--- src/rtl/pipeline_sequencer.sv ---
// pipeline_sequencer: run/stall/flush controller for the 5-stage MIPS pipeline.
// Handles load-use bubbles, wrong-path squashes, EOP drain/halt, single-step and counters.
`default_nettype none

module pipeline_sequencer #(
  parameter int CW        = 32,
  parameter int DRAIN_MAX = 8
) (
  input  logic          clk,
  input  logic          reset,
  input  logic          start,
  input  logic          step_mode,
  input  logic          step,
  input  logic [4:0]    id_rs,
  input  logic [4:0]    id_rt,
  input  logic          id_uses_rt,
  input  logic          id_jump,
  input  logic          id_eop,
  input  logic          ex_mem_to_reg,
  input  logic [4:0]    ex_rt,
  input  logic          ex_branch_taken,
  input  logic          wb_eop,
  output logic          pc_en,
  output logic          if_id_en,
  output logic          if_id_flush,
  output logic          id_ex_flush,
  output logic          pipe_en,
  output logic          pipe_clear,
  output logic          running,
  output logic          halted,
  output logic          drain_err,
  output logic [CW-1:0] cycle_count,
  output logic [CW-1:0] stall_count
);

  typedef enum logic [1:0] {
    IDLE   = 2'd0,
    RUN    = 2'd1,
    DRAIN  = 2'd2,
    HALTED = 2'd3
  } state_t;

  localparam int DW = (DRAIN_MAX > 1) ? $clog2(DRAIN_MAX) : 1;
  localparam logic [DW-1:0] DRAIN_LAST = DW'(DRAIN_MAX - 1);

  state_t        state, state_nxt;
  logic          step_q;
  logic [DW-1:0] drain_cnt, drain_cnt_nxt;
  logic          advance;
  logic          luh;
  logic          cycle_inc, stall_inc, cnt_clr, err_set, err_clr;

  assign advance = step_mode ? (step & ~step_q) : 1'b1;

  assign luh = ex_mem_to_reg && (ex_rt != 5'd0) &&
               ((ex_rt == id_rs) || (id_uses_rt && (ex_rt == id_rt)));

  assign running = (state == RUN) || (state == DRAIN);
  assign halted  = (state == HALTED);

  always_comb begin
    state_nxt     = state;
    drain_cnt_nxt = drain_cnt;
    pc_en         = 1'b0;
    if_id_en      = 1'b0;
    if_id_flush   = 1'b0;
    id_ex_flush   = 1'b0;
    pipe_en       = 1'b0;
    pipe_clear    = 1'b0;
    cycle_inc     = 1'b0;
    stall_inc     = 1'b0;
    cnt_clr       = 1'b0;
    err_set       = 1'b0;
    err_clr       = 1'b0;

    case (state)
      IDLE: begin
        if (start) begin
          pipe_clear = 1'b1;
          state_nxt  = RUN;
        end
      end

      RUN: begin
        if (advance) begin
          pc_en     = 1'b1;
          if_id_en  = 1'b1;
          pipe_en   = 1'b1;
          cycle_inc = 1'b1;
          if (ex_branch_taken) begin
            // ID holds a wrong-path instruction: squash it regardless of hazards
            if_id_flush = 1'b1;
            id_ex_flush = 1'b1;
          end else if (luh) begin
            // a stalled jump stays in ID and is re-evaluated next cycle
            pc_en       = 1'b0;
            if_id_en    = 1'b0;
            id_ex_flush = 1'b1;
            stall_inc   = 1'b1;
          end else begin
            if (id_jump) if_id_flush = 1'b1;
            if (id_eop) begin
              state_nxt     = DRAIN;
              drain_cnt_nxt = '0;
            end
          end
          if (wb_eop) state_nxt = HALTED;
        end
      end

      DRAIN: begin
        if (advance) begin
          if_id_en      = 1'b1;
          if_id_flush   = 1'b1;
          pipe_en       = 1'b1;
          cycle_inc     = 1'b1;
          drain_cnt_nxt = drain_cnt + 1'b1;
          if (wb_eop) begin
            state_nxt = HALTED;
          end else if (drain_cnt == DRAIN_LAST) begin
            state_nxt = HALTED;
            err_set   = 1'b1;
          end
        end
      end

      HALTED: begin
        if (start) begin
          pipe_clear = 1'b1;
          cnt_clr    = 1'b1;
          err_clr    = 1'b1;
          state_nxt  = RUN;
        end
      end

      default: state_nxt = IDLE;
    endcase
  end

  always_ff @(posedge clk or posedge reset) begin
    if (reset) begin
      state     <= IDLE;
      step_q    <= 1'b0;
      drain_cnt <= '0;
      drain_err <= 1'b0;
    end else begin
      state     <= state_nxt;
      step_q    <= step;
      drain_cnt <= drain_cnt_nxt;
      if (err_clr)      drain_err <= 1'b0;
      else if (err_set) drain_err <= 1'b1;
    end
  end

  // both counters saturate at all-ones rather than wrapping
  always_ff @(posedge clk or posedge reset) begin
    if (reset) begin
      cycle_count <= '0;
      stall_count <= '0;
    end else if (cnt_clr) begin
      cycle_count <= '0;
      stall_count <= '0;
    end else begin
      if (cycle_inc && (cycle_count != {CW{1'b1}})) cycle_count <= cycle_count + 1'b1;
      if (stall_inc && (stall_count != {CW{1'b1}})) stall_count <= stall_count + 1'b1;
    end
  end

endmodule

`default_nettype wire

--- config.mk ---
export PLATFORM = sky130hd
export DESIGN_NAME = pipeline_sequencer
export DESIGN_NICKNAME = d
export VERILOG_FILES = /design/src/rtl/pipeline_sequencer.sv
export SDC_FILE = /design/constraint.sdc
export NUM_CORES = 1
export LEC_CHECK = 0
export BUFFER_PORTS_ARGS = -buffer_cell sky130_fd_sc_hd__buf_2
export CAP_MARGIN = 25
export CORE_ASPECT_RATIO = 2
export CORE_MARGIN = 5
export CORE_UTILIZATION = 25
export DETAILED_ROUTE_END_ITERATION = 10
export PLACE_DENSITY = 0.49
export SYNTH_ARGS = -nofsm -noshare
export SYNTH_HDL_FRONTEND = slang
export SYNTH_SLANG_ARGS = --single-unit
export TNS_END_PERCENT = 10
--- constraint.sdc ---
create_clock -name clk -period 3.1 [get_ports clk]
set_clock_uncertainty 0.2 [all_clocks]
set_input_delay 0.31 -clock clk [delete_from_list [all_inputs] [get_ports clk]]
set_output_delay 0.31 -clock clk [all_outputs]
set_load 0.02 [all_outputs]
Yosys cells after proc, flatten, opt, wreduce, memory -nomap -nowiden --
Cells that the tools add are included. W data, S select, Z words.
Storage, ports and cells: bits of input ports 26, bits in latches 0, word-level logic and storage cells 95, register bits after elaboration 71, memories kept 0, memory bits (read-only) 0, RAM bits 0, output and inout bits 73
Cells by class: multiplexer cells 49, reductions and logical operators 17, add/sub/neg operators 3, bitwise operators 2, shifts and indexed selects 0, $mul 0, equal/unequal tests 18, $lt $le $gt $ge 0, divide/modulo/power cells 0
Operator list (number):
- $mux W32 | 4
- $add A32 B1 Y32 const B | 2
- $ne A32 B32 Y1 const B | 2
- $mux W1 | 27
- $mux W2 | 9
- $mux W3 | 5
- $eq A5 B5 Y1 | 2
- $ne A2 B2 Y1 const B | 5
- $ne A3 B3 Y1 const B | 3
- $reduce_bool A2 Y1 | 4
- $reduce_and A7 Y1 | 1
- $pmux W2 S3 | 1
- $pmux W3 S2 | 1
- $reduce_and A6 Y1 | 1
- $logic_and A1 B1 Y1 | 5
- $reduce_bool A5 Y1 | 1
- $eq A2 B2 Y1 const B | 2
- $pmux W1 S2 | 2
- $reduce_or A2 Y1 | 2
- $add A3 B1 Y3 const B | 1
- $eq A3 B3 Y1 const B | 1
- $ne A3 B2 Y1 const B | 1
- $eq A2 B1 Y1 const B | 1
- $logic_not A2 Y1 | 1
- other kinds (4) | 5

Longest topological paths before layout --
depth in word-level cells 11, gate-level depth with buffers 10, gate-level depth less buffers 8

Worst setup path before layout --
No wires, ideal clock.
kind input-to-output, from in ex_rt[1], to out if_id_flush, required time 2590 ps, cell stages on the path 6, data arrival time 1982 ps, slack 608 ps, path buffers 1, cell sequence or4_1 > o21a_1 > clkbuf_1 > nand2_1 > nor2_1 > o32ai_1
Between the ends: longest elaborated chain between the ends 8, elaborated cells between the ends (all ways) 11, those cells by class 2 x eq/ne; 4 x mux; 5 x reduce/logical
RTL lines:
- start, declared | line 20 | input logic [4:0] ex_rt,
- $eq A5 B5 Y1 | line 56 | ((ex_rt == id_rs) || (id_uses_rt && (ex_rt == id_rt)));
- $logic_and A1 B1 Y1 | line 56
- $logic_or A1 B1 Y1 | line 56
- $logic_and A1 B1 Y1 (*) | line 55 | assign luh = ex_mem_to_reg && (ex_rt != 5'd0) &&
- $mux W1 (*) | line 94 | end else if (luh) begin
- $mux W1 (*) | line 90 | if (ex_branch_taken) begin
- $mux W1 (*) | line 85 | if (advance) begin
- $pmux W1 S2 (*) | line 76 | case (state)
- end, declared | line 25 | output logic if_id_flush,
Every way passes the cells marked *; elsewhere a longest branch is shown, timed or not.

Worst setup path after layout --
from in step, to reg cycle_count[31]
Between the ends: longest elaborated chain between the ends 6
RTL lines:
- start, declared | line 13 | input logic step,
- $and A1 B1 Y1 | line 53 | assign advance = step_mode ? (step & ~step_q) : 1'b1;
- $mux W1 | line 53
- $mux W1 | line 85, 112
- $mux W1
- $logic_and A1 B1 Y1 | line 164 | if (cycle_inc && (cycle_count != {CW{1'b1}})) cycle_count <= cycle_count + 1'b1;
- $reduce_bool A2 Y1 (no source line)
- end signal, assigned | line 164
- end, declared | line 32 | output logic [CW-1:0] cycle_count,
Every way passes these cells. A chain may end at the register's enable or synchronous reset.

==> key figures <==
Clocking
  • Clock root cell: clkbuf_16
  • CTS tree: built
  • Clk_lat worst skew: 0.33 ns
  • # H-tree levels: 3
  • Clk slew on worst S/H paths: 0.06 ns
  • TritonCTS Sinks: 71
  • CTS Buffer Depth: 2
  • Total CTS buffers: 9

Synth
  • Most common cell in the synthesized netlist: dfrtp_1
  • Register area share after synthesis: 0.433
  • Asr flop ratio synth: 1.00
  • Synth Area in Compound Gates: 0.122
  • Cells after Synth: 463
  • Post-synthesis mux area share: 0.0104
  • Post-Synth XOR/XNOR Area: 0.0876
  • Synth Flop Type: dfrtp_1
  • Syn Std Cell Area: 4100 um^2
  • Largest family of logic cells by synthesized area: simple AND/OR/NAND/NOR gates
  • Synth top area cells: dfrtp_1 (43%), xnor2_1 (5.8%), nor2_1 (4.4%), nand4_1 (4.1%), a21oi_1 (3.9%)
  • Yosys warnings: 0
  • Mean Syn Cell Area: 8.86 um^2
  • Register bit count reported by yosys: 71
  • Post-synth top cells: dfrtp_1 (71), nor2_1 (48), nand2_1 (39), a21oi_1 (32)
  • Netlist cell types: 50
  • Syn_nets: 497
  • Area share of the largest cell type after synthesis: 0.433
  • Area leader, netlist: dfrtp_1
  • Simple-gate share of the synthesized area: 0.291
  • Number of flops mapped to enable cells by yosys: 0
  • Adder-Cell Fraction of Synth Area: 0.0244

Global routing
  • Largest net degree at the start of global routing: 55
  • GRT overflow: 0
  • Number of global-route vias before repair: 4071
  • GR Util All Layers: 0.139
  • Initial antenna violation count: 0
  • Global-route wire length before repair: 21.1 mm

Floorplan
  • Die area: 19200 um^2
  • Die Width: 101 um
  • Core box area: 16200 um^2
  • Initial Util: 0.253
  • Die Ht: 191 um
  • Io pins: 99
  • Row cnt: 66

Routing
  • Post-Route WL: 12.9 mm
  • Vias per inst: 5.08
  • Drt first pass iters: 4
  • Drt wl/cell: 16.6 um
  • Vias: 3950
  • Detailed-route DRC error count: 0
  • Final ANT Viol Nets: 0
  • Initial DRC count: 96

Timing
  • # setup viols final: 0
  • Final setup TNS: 0 ns
  • Final Hold Viols: 0
  • Fmax achieved: 369 MHz
  • Worst slew margin: 0.568
  • Tcrit/Tclk final: 0.873
  • Slew Viols, Final: 0
  • RSZ-0062 raised after global routing: false
  • Post-layout min period: 2.71 ns
  • Worst Tran Pin Value: 0.646 ns

Finish
  • N_diodes: 0
  • Area Growth Syn to Fin: 27.1%
  • Ratio of cells with drive above 1 in the final layout: 0.230
  • Fin cells: 778
  • Final Core Density: 0.322
  • Final Net Count: 604
  • Fillers: 1761

Power and ir drop
  • Sw power: 934 uW
  • Int Power: 1890 uW
  • Net Sw Frac: 0.331
  • Max rail drop VDD: 224 uV
  • Pleak: 0.00231 uW
  • Sequential power share: 0.359
  • Combinational share of power: 0.251
  • Clock Power Share: 0.390
  • PwrDens: 541 nW/um^2

Place
  • Dpl cells: 759
  • HPWL after DPL: 9.93 mm
  • GP Congestion: 0.830
  • IO Port Bufs: 98

Job
  • # Max-Cap Violations: 0

Critical path
  • Crit path capture type: register
  • Worst Path Arrival: 2.69 ns
  • RR Startpoint: state[1]$_DFFE_PP0P_
  • Crit Path Category: in2reg
  • Worst EP required: 3.08 ns
  • FF-to-FF setup slack: 0.44 ns
  • CP startpoint kind: primary input
  • Critical Path Start: step
  • Crit path max fanout: 7

Min path
  • Type of the most critical hold path: in2reg
  • Min-delay src: wb_eop

Status
  • Status: finished, final reports clean
[power by group through the flow]
stage / registers [uW] / clock network [uW] / logic [uW]
after floorplan: 1040 / 0 / 478
after global placement: 1030 / 0 / 706
after detailed placement: 1030 / 0 / 721
after CTS: 1010 / 1140 / 726
after global routing: 1020 / 1170 / 792
final: 1010 / 1100 / 708
[repair_timing]
action / in CTS / in global routing
hold buffers: 2 / 0
setup buffers: 0 / 2
setup endpoints to repair: 0 / 9
resized for setup: 0 / 0
endpoints found under the hold margin: 24 / 0
[routing by layer]
metal  part of all wire  up-vias  global-route usage  wire [um]
met5                  0        -                   0          0
met1               0.37     1955               0.142       4710
li1                   -     1891                   -          -
met3              0.042       16              0.0241        539
met2               0.57       88               0.270       7380
met4              0.020        0              0.0576        258
[cell families (layout without fill, tap and decap cells)]
family	count (synthesis)	after routing
buf+inv	32	143
xor+xnor	41	41
simple gates	225	225
flops	71	71
mux	4	4
fa+ha+maj	8	8
compound gates	82	82
[stage by stage]
stage	setup slack, ns	total power [uW]	instance area (um^2)	hold WS [ns]
after floorplan	0.608	1520	4100	0.141
after global placement	0.319	1730	4860	0.219
after detailed placement	0.225	1750	4860	0.209
after CTS	0.168	2880	5200	0.0916
after global routing	0.105	2980	5210	0.115
final	0.392	2820	5210	0.101
[worst max-delay path, stage by stage]
cell and delay (ns):
dlygate4sd3_1 0.54, buf_2 0.11, nand2b_1 0.16, a2111oi_1 0.69, nand3_1 0.34, nor4_1 0.32
xnor2_1 0.16, nor2_1 0.05
[registers in the layout, summed over array words and instances (netlist names)]
register and flops:
drain_cnt 3, stall_count 32, drain_err 1, cycle_count 32, step_q 1, state 2
[cell type report]
type	count	area [um^2]	area share
Multi-Input combinational cell	360	2200	0.422
Sequential cell	71	1780	0.341
Clock inverter	6	86.3	0.0166
Timing Repair Buffer	111	606	0.116
Inverter	17	63.8	0.0122
Tap cell	204	255	0.0490
Clock buffer	9	225	0.0432
[final timing paths]
path,depth (start not counted),endpoint
max in group asynchronous,4,stall_count[19]$_DFFE_PP0P_
max,8,cycle_count[31]$_DFFE_PP0P_
min reg2reg,2,drain_cnt[1]$_DFFE_PP0P_
max reg2reg,7,stall_count[5]$_DFFE_PP0P_
min,2,state[0]$_DFFE_PP0P_
min in group asynchronous,3,stall_count[5]$_DFFE_PP0P_
[layout by cell type (no fill, tap or decap), types with 3 or more instances in the layout]
cell       instances
buf_2             98
dfrtp_1           71
nor2_1            48
nand2_1           39
a21oi_1           32
xnor2_1           27
nand4_1           27
nand3_1           26
o21ai_0           23
or3_1             21
inv_1             16
xor2_1            14
nor3_1            13
nor4_1            11
buf_4             10
or4_1              9
clkbuf_16          9
and3_1             8
ha_1               8
o31ai_1            7
nor3b_1            4
o21a_1             3
nand2b_1           3
nor2b_1            3
Power figures use the tool's default switching activity.
